**src/rtl/inst_fetch_unit.sv**
```systemverilog
// Purpose: PC register and fetch FSM feeding one 32-bit instruction at a time to the decoder.
// Latency: imem_valid -> inst_valid 1 cycle; inst_ready -> next imem_req 1 cycle (1 inst / 2 cycles peak).
// Backpressure: holds inst_o/pc_o with inst_valid high until inst_ready; imem_req holds until imem_valid.
// Optional feature: define BRANCH_DELAY_SLOT_EN to execute one delay-slot instruction after a taken redirect.
module inst_fetch_unit #(
    parameter logic [31:0] RESET_PC     = 32'h0000_3000,
    parameter int unsigned WAIT_TIMEOUT = 255
) (
    input  logic        clk,
    input  logic        rst,
    output logic        imem_req,
    output logic [31:0] imem_addr,
    input  logic        imem_valid,
    input  logic [31:0] imem_rdata,
    output logic [31:0] inst_o,
    output logic        inst_valid,
    input  logic        inst_ready,
    output logic [31:0] pc_o,
    output logic [31:0] pc_plus4_o,
    input  logic [1:0]  Jump,
    input  logic        Branch,
    input  logic        zero,
    input  logic [31:0] rs_data,
    output logic        fetch_err
);

    typedef enum logic [1:0] {
        FETCH = 2'd0,
        ISSUE = 2'd1,
        HALT  = 2'd2
    } state_t;

    // wait_cnt value at which one more missed cycle means the timeout has been reached
    localparam logic [15:0] TIMEOUT_LAST = 16'(WAIT_TIMEOUT - 1);

    state_t      state_q, state_d;
    logic [31:0] pc_q, pc_d;
    logic [31:0] inst_q, inst_d;
    logic        err_q, err_d;
    logic [15:0] wait_q, wait_d;

    logic [31:0] pc_plus4;
    logic [31:0] br_off;
    logic [31:0] target;
    logic        unaligned;

`ifdef BRANCH_DELAY_SLOT_EN
    logic        pend_q, pend_d;
    logic [31:0] ptgt_q, ptgt_d;
    logic        redirect;

    // any jump or taken branch moves the target into the pending slot
    assign redirect = (Jump == 2'd1) || (Jump == 2'd2) || (Branch && zero);
`endif

    // redirect target selection; Jump outranks Branch, Jump==3 behaves as no jump
    always_comb begin
        pc_plus4  = pc_q + 32'd4;
        br_off    = {{14{inst_q[15]}}, inst_q[15:0], 2'b00};
        target    = pc_plus4;
        unaligned = 1'b0;
        case (Jump)
            2'd1: target = {pc_plus4[31:28], inst_q[25:0], 2'b00};
            2'd2: begin
                target    = rs_data;
                unaligned = (rs_data[1:0] != 2'b00);
            end
            default: begin
                if (Branch && zero) begin
                    target = pc_plus4 + br_off;
                end
            end
        endcase
    end

    // next-state and handshake outputs of the fetch FSM
    always_comb begin
        state_d    = state_q;
        pc_d       = pc_q;
        inst_d     = inst_q;
        err_d      = err_q;
        wait_d     = wait_q;
        imem_req   = 1'b0;
        inst_valid = 1'b0;
`ifdef BRANCH_DELAY_SLOT_EN
        pend_d     = pend_q;
        ptgt_d     = ptgt_q;
`endif
        case (state_q)
            FETCH: begin
                imem_req = 1'b1;
                if (imem_valid) begin
                    inst_d  = imem_rdata;
                    wait_d  = 16'd0;
                    state_d = ISSUE;
                end else begin
                    wait_d = wait_q + 16'd1;
                    if (wait_q == TIMEOUT_LAST) begin
                        err_d   = 1'b1;
                        state_d = HALT;
                    end
                end
            end
            ISSUE: begin
                inst_valid = 1'b1;
                if (inst_ready) begin
`ifdef BRANCH_DELAY_SLOT_EN
                    // the delay-slot instruction's own control flow is ignored
                    if (pend_q) begin
                        pc_d    = ptgt_q;
                        pend_d  = 1'b0;
                        state_d = FETCH;
                    end else if (unaligned) begin
                        err_d   = 1'b1;
                        state_d = HALT;
                    end else if (redirect) begin
                        pc_d    = pc_plus4;
                        ptgt_d  = target;
                        pend_d  = 1'b1;
                        state_d = FETCH;
                    end else begin
                        pc_d    = pc_plus4;
                        state_d = FETCH;
                    end
`else
                    if (unaligned) begin
                        err_d   = 1'b1;
                        state_d = HALT;
                    end else begin
                        pc_d    = target;
                        state_d = FETCH;
                    end
`endif
                end
            end
            HALT: begin
                state_d = HALT;
            end
            default: begin
                state_d = FETCH;
            end
        endcase
    end

    // state register; reset discards any in-flight instruction
    always_ff @(posedge clk) begin
        if (rst) begin
            state_q <= FETCH;
            pc_q    <= RESET_PC;
            inst_q  <= 32'd0;
            err_q   <= 1'b0;
            wait_q  <= 16'd0;
`ifdef BRANCH_DELAY_SLOT_EN
            pend_q  <= 1'b0;
            ptgt_q  <= 32'd0;
`endif
        end else begin
            state_q <= state_d;
            pc_q    <= pc_d;
            inst_q  <= inst_d;
            err_q   <= err_d;
            wait_q  <= wait_d;
`ifdef BRANCH_DELAY_SLOT_EN
            pend_q  <= pend_d;
            ptgt_q  <= ptgt_d;
`endif
        end
    end

    assign imem_addr  = pc_q;
    assign pc_o       = pc_q;
    assign pc_plus4_o = pc_plus4;
    assign inst_o     = inst_q;
    assign fetch_err  = err_q;

endmodule

```
**config.mk**
```make
export PLATFORM = sky130hd
export DESIGN_NAME = inst_fetch_unit
export DESIGN_NICKNAME = d
export VERILOG_FILES = /design/src/rtl/inst_fetch_unit.sv
export SDC_FILE = /design/constraint.sdc
export NUM_CORES = 1
export LEC_CHECK = 0
export CORE_UTILIZATION = 49
export CTS_BUF_LIST = sky130_fd_sc_hd__clkbuf_2 sky130_fd_sc_hd__clkbuf_4 sky130_fd_sc_hd__clkbuf_8
export CTS_CLUSTER_SIZE = 16
export DETAILED_ROUTE_END_ITERATION = 7
export MAX_ROUTING_LAYER = met4
export PLACE_DENSITY = 0.95
export REMOVE_ABC_BUFFERS = 1
export SLEW_MARGIN = 20
export SYNTH_ARGS = -nofsm -noshare
export SYNTH_HDL_FRONTEND = slang
export SYNTH_SLANG_ARGS = --single-unit
```
**constraint.sdc**
```tcl
create_clock -name clk -period 4.2 [get_ports clk]
set_clock_uncertainty 0.1 [all_clocks]
set_input_delay 1.05 -clock clk [delete_from_list [all_inputs] [get_ports clk]]
set_output_delay 1.05 -clock clk [all_outputs]
set_load 0.005 [all_outputs]
```
## Yosys cells after proc, flatten, opt, wreduce, memory -nomap -nowiden

Cells that the tools add are included.

| word-level totals | value |
|---|---|
| register bits | 83 |
| bits of input ports | 72 |
| output and inout port bits | 131 |
| word-level logic and storage cells | 43 |

| operators by class | value |
|---|---|
| add/sub/neg operators | 3 |
| eq/ne operators | 10 |
| multiplexer cells | 16 |
| bitwise operators | 1 |
| reductions and logical operators | 8 |

Operators with widths:

| cell | number |
|---|---|
| $pmux 32 s2 | 1 |
| $add 32x3->32 const B | 1 |
| $add 32x32->32 | 1 |
| $mux 32 | 1 |
| $add 16x1->16 const B | 1 |
| $eq 16x8->1 const B | 1 |
| $mux 16 | 1 |
| $mux 2 | 4 |
| $ne 2x2->1 const B | 4 |
| $mux 1 | 7 |
| $pmux 2 s3 | 1 |
| $reduce_and 5->1 | 1 |
| $eq 2x1->1 const B | 2 |
| $eq 2x2->1 const B | 2 |
| $reduce_and 2->1 | 2 |
| $reduce_bool 2->1 | 2 |
| $ne 3x3->1 const B | 1 |
| $reduce_and 3->1 | 1 |
| $logic_not 2->1 | 1 |
| $pmux 1 s2 | 1 |
| $logic_and 1x1->1 | 1 |
| $not 1->1 | 1 |

## Longest topological paths before layout

| logic depth | value |
|---|---|
| word-level depth | 5 |
| mapped depth | 17 |

## Worst setup path before layout

OpenSTA, ideal clock, no wires.

| path | value |
|---|---|
| kind | reg2reg |
| from | reg pc_q[2] (netlist: imem_addr[2]) |
| to | reg pc_q[31] (netlist: imem_addr[31]) |
| library setup time | 92 ps |
| arrival | 3509 ps |
| path slack | 499 ps |
| stages on the path, launching flop included | 17 |
| buffers on the path | 2 |
| cell sequence | dfxtp_1 ha_1 and3_1 clkbuf_1 nand3_1 nor3_1 nand3_1 xnor2_1 ha_1 buf_2 nand4_1 nor3_1 a21o_1 a2111oi_4 o21ba_2 o31a_1 o32ai_1 |

| on the way | value |
|---|---|
| cells in the longest elaborated chain, start to end | 4 |

Ends and longest elaborated chain:

| item | RTL line | RTL |
|---|---|---|
| start, declared | 37 | `logic [31:0] pc_q, pc_d;` |
| start signal, assigned | 159 | `pc_q <= pc_d;` |
| $add 32x3->32 | 58 | `pc_plus4 = pc_q + 32'd4;` |
| named net pc_plus4_o[28] | 19 | `output logic [31:0] pc_plus4_o,` |
| $add 32x32->32 | 70 | `target = pc_plus4 + br_off;` |
| $mux 32 | 69 | `if (Branch && zero) begin` |
| $pmux 32 s2 | 62 | `case (Jump)` |

The timed path passes the listed nets, and every way through them passes these cells.
A chain may end at the register's enable or synchronous reset.

## Final worst setup path

| path | value |
|---|---|
| from | reg pc_q[18] (netlist: imem_addr[18]) |
| to | out pc_plus4_o[29] |

| on the way | value |
|---|---|
| cells in the longest elaborated chain, start to end | 1 |

Ends and longest elaborated chain:

| item | RTL line |
|---|---|
| $add 32x3->32 | 58 |
| end, declared | 19 |

No other way between the ends.

==> metrics <==
post-synth top area cell=dfxtp_1; Filler Cells Inserted=1009; Cells after Synth=830; number of synthesis warnings=0; Die W=about 120 um; routed wire length=22.0 mm; global route overflow=0; Internal Power=1.34 mW; share of the synthesized area in the top cell type=26.3%; Port Buf Inserts=roughly 200; status=finished clean; Setup-failing EPs final=0; Final Slew Violations=0; post-synthesis adder-cell area fraction=8.05%; number of flops mapped to enable cells by yosys=0; Simple-Gate Fraction of Synth Area=23.8%; placed cell count=1158; Crit path required time=roughly 3 ns; Std-Cell Rows=41; P&R area growth vs syn=36.2%; Crit. End Element=primary output; drt first pass iters=5; Seq pwr share=a little over two fifths; routability congestion estimate=1.05; CP Class=flip-flop to primary output; arrival time worst endpoint=2.94 ns; dominant synthesized flop cell=dfxtp_1; worst slew pin tran=0.945 ns; worst hold path type=flip-flop to flip-flop; top cells by area, synth=dfxtp_1, nand2_1, ha_1; Mean Syn Cell Area=7.60 um^2; clock root buffer=clkbuf_8; Seq cells post-synth=83; WL/cell=18.7 um; io pins=203; TritonCTS Buffers=9; CTS tree=done; crit-path leading delay family=simple AND/OR/NAND/NOR gates; Switch Pwr=0.667 mW; top-count cell post-synth=nand2_1; final setup TNS=0 ns; asr flop ratio synth=0%; commonest cells in the netlist=nand2_1, dfxtp_1, a21oi_1; Detailed Route Iter0 Violations=596; fmax=around 240 MHz; P_leak=around 3.3 nW; Crit Path Max Fanout=6; vias in the first global route=between 6k and 7k; area of the multi-input gates=4180 um^2; register area share after synthesis=between 20% and 30%; global-route wire length before repair=33.7 mm; clk slew on worst S/H paths=0.10 ns; Layout Cells excl Fill=1174; final critical path time including I/O delays and setup=4.09 ns; cell chain of the critical path=and4_1, nand4_1, or3_1, nor2_2, xor2_1, clkdlybuf4s50_1; Clock Tree Buf Depth=2; total core area=roughly 13000 um^2; total number of vias=7087; P per Cell Area=234 nW/um^2; mapped cell area=6310 um^2; initial core utilization=around half; RSZ-0062 raised after global routing=no; Net Sw Frac=33.2%; post-synthesis xor/xnor area fraction=under 10%; die area=13300 um^2; clock power share=29.3%; H-tree depth=3; Worst path slowest cell=clkdlybuf4s50_1; final hold vios=0; Comb pwr share=27.5%; GRT Util Overall=33.7%; initial antenna violation count=0; CTS sink count=83; die outline height=115 um; max-cap violation count=0; layout cells sized above 1=7.68%; Detail Route Antenna Nets=0; startpoint types=flip-flop; Max-slew headroom=36.9%; largest net degree at the start of global routing=32; Synth Area in Compound Gates=25.6%; max incr delay on CP=around 0.57 ns; Final #Nets=1109; Worst-Skew Late Latency=roughly 0.38 ns; routed vias/inst=about 6; Distinct cells, synth=70; number of remaining DRC errors=0; Worst R2R Setup Slack=between 0.15 and 0.2 ns; register area=1660 um^2; worst vdd ir=223 uV; Worst Path Buf+Inv=1; detailed placement HPWL=16.6 mm; Ant. Diodes=0; fin crit share=between 90 and 100%; main combinational cell family by area after synthesis=compound AO/OA/AOI/OAI gates; post-synthesis mux area share=0.337%; Final Total Pwr=roughly 2 mW
-- stage by stage --
step	setup slack (ns)	hold WS (ns)	instance area [um^2]	utilization (%)
after detailed placement	0.104	0.350	8360	66.6
after global routing	0.00152	0.384	8590	68.4
after floorplan	0.478	0.347	5870	-
after global placement	0.192	0.341	8360	66.6
after CTS	0.101	0.364	8560	68.1
final	0.106	0.361	8590	68.4
-- per-layer routing --
metal | track usage (%) | share of wire, % | up-vias | wire (um)
li1 | - | - | 3313 | -
met4 | 14.7 | 3.9 | 0 | 856
met3 | 7.27 | 9.4 | 87 | 2060
met2 | 52.1 | 46 | 400 | 10100
met1 | 42.3 | 41 | 3287 | 8980
met5 | - | 0 | - | 0
-- worst min-delay path, stage by stage (launching register included) --
cell,delay (ns)
dfxtp_1,0.32
nand2_1,0.05
a21oi_1,0.05
-- sequential cells by signal (all words and copies together) (netlist names) --
name       flops
imem_addr     32
wait_q        16
fetch_err      1
state_q        2
inst_o        32
-- final timing paths --
kind / from / end / cells past startpoint
max: imem_addr[18]$_SDFFE_PP0P_ / pc_plus4_o[29] / 6
min: inst_o[31]$_SDFFE_PP0P_ / inst_o[31]$_SDFFE_PP0P_ / 2
min reg2reg: inst_o[31]$_SDFFE_PP0P_ / inst_o[31]$_SDFFE_PP0P_ / 2
max reg2reg: imem_addr[18]$_SDFFE_PP0P_ / imem_addr[31]$_SDFFE_PP0P_ / 13
-- logic make-up after synthesis --
| group | after synthesis |
|---|---|
| AND/OR/NAND/NOR | 316 |
| AO/OA/AOI/OAI | 237 |
| buffers and inverters | 95 |
| flip-flops | 83 |
| XOR/XNOR | 57 |
| adder cells (fa/ha/maj) | 40 |
| multiplexers | 2 |
-- layout by cell type, fill, tap and decap left out, drive strengths merged, types with 5 or more instances in the layout --
| master | n |
|---|---|
| ha | 39 |
| and2 | 5 |
| a211oi | 6 |
| o21a | 9 |
| nor2b | 5 |
| clkdlybuf4s50 | 201 |
| o211ai | 12 |
| o21ai | 37 |
| and3 | 9 |
| nor3 | 17 |
| clkbuf | 10 |
| a32o | 5 |
| or3 | 7 |
| a221o | 14 |
| a21o | 12 |
| nand2 | 140 |
| xnor2 | 34 |
| o31ai | 5 |
| and4 | 7 |
| xor2 | 23 |
| a21oi | 78 |
| a221oi | 16 |
| dfxtp | 83 |
| nor2 | 58 |
| nand4 | 21 |
| inv | 20 |
| buf | 34 |
| nand3 | 26 |
| a21boi | 6 |
-- timing repair --
item	4_1_cts	5_1_grt
gates resized for setup	0	9
hold buffers	0	0
endpoints found under the setup margin	0	5
buffers inserted	0	0
-- cell type report --
type	instances	area share [%]
clock inverter	6	0.641
inverter	16	0.699
tap	172	2.50
multi-input combinational	652	48.7
clock buffer	10	1.60
timing repair buffer	235	26.5
sequential	83	19.4
-- power by group through the flow --
stage          sequential, mW  clock [mW]  combinational [mW]
2_1_floorplan           0.878           0               0.251
3_3_place_gp            0.882           0               0.535
3_5_place_dp            0.883           0               0.540
4_1_cts                 0.865       0.595               0.544
5_1_grt                 0.872       0.627               0.598
6_report                0.867       0.589               0.552
Note: power is estimated with default switching activity, not from simulation.
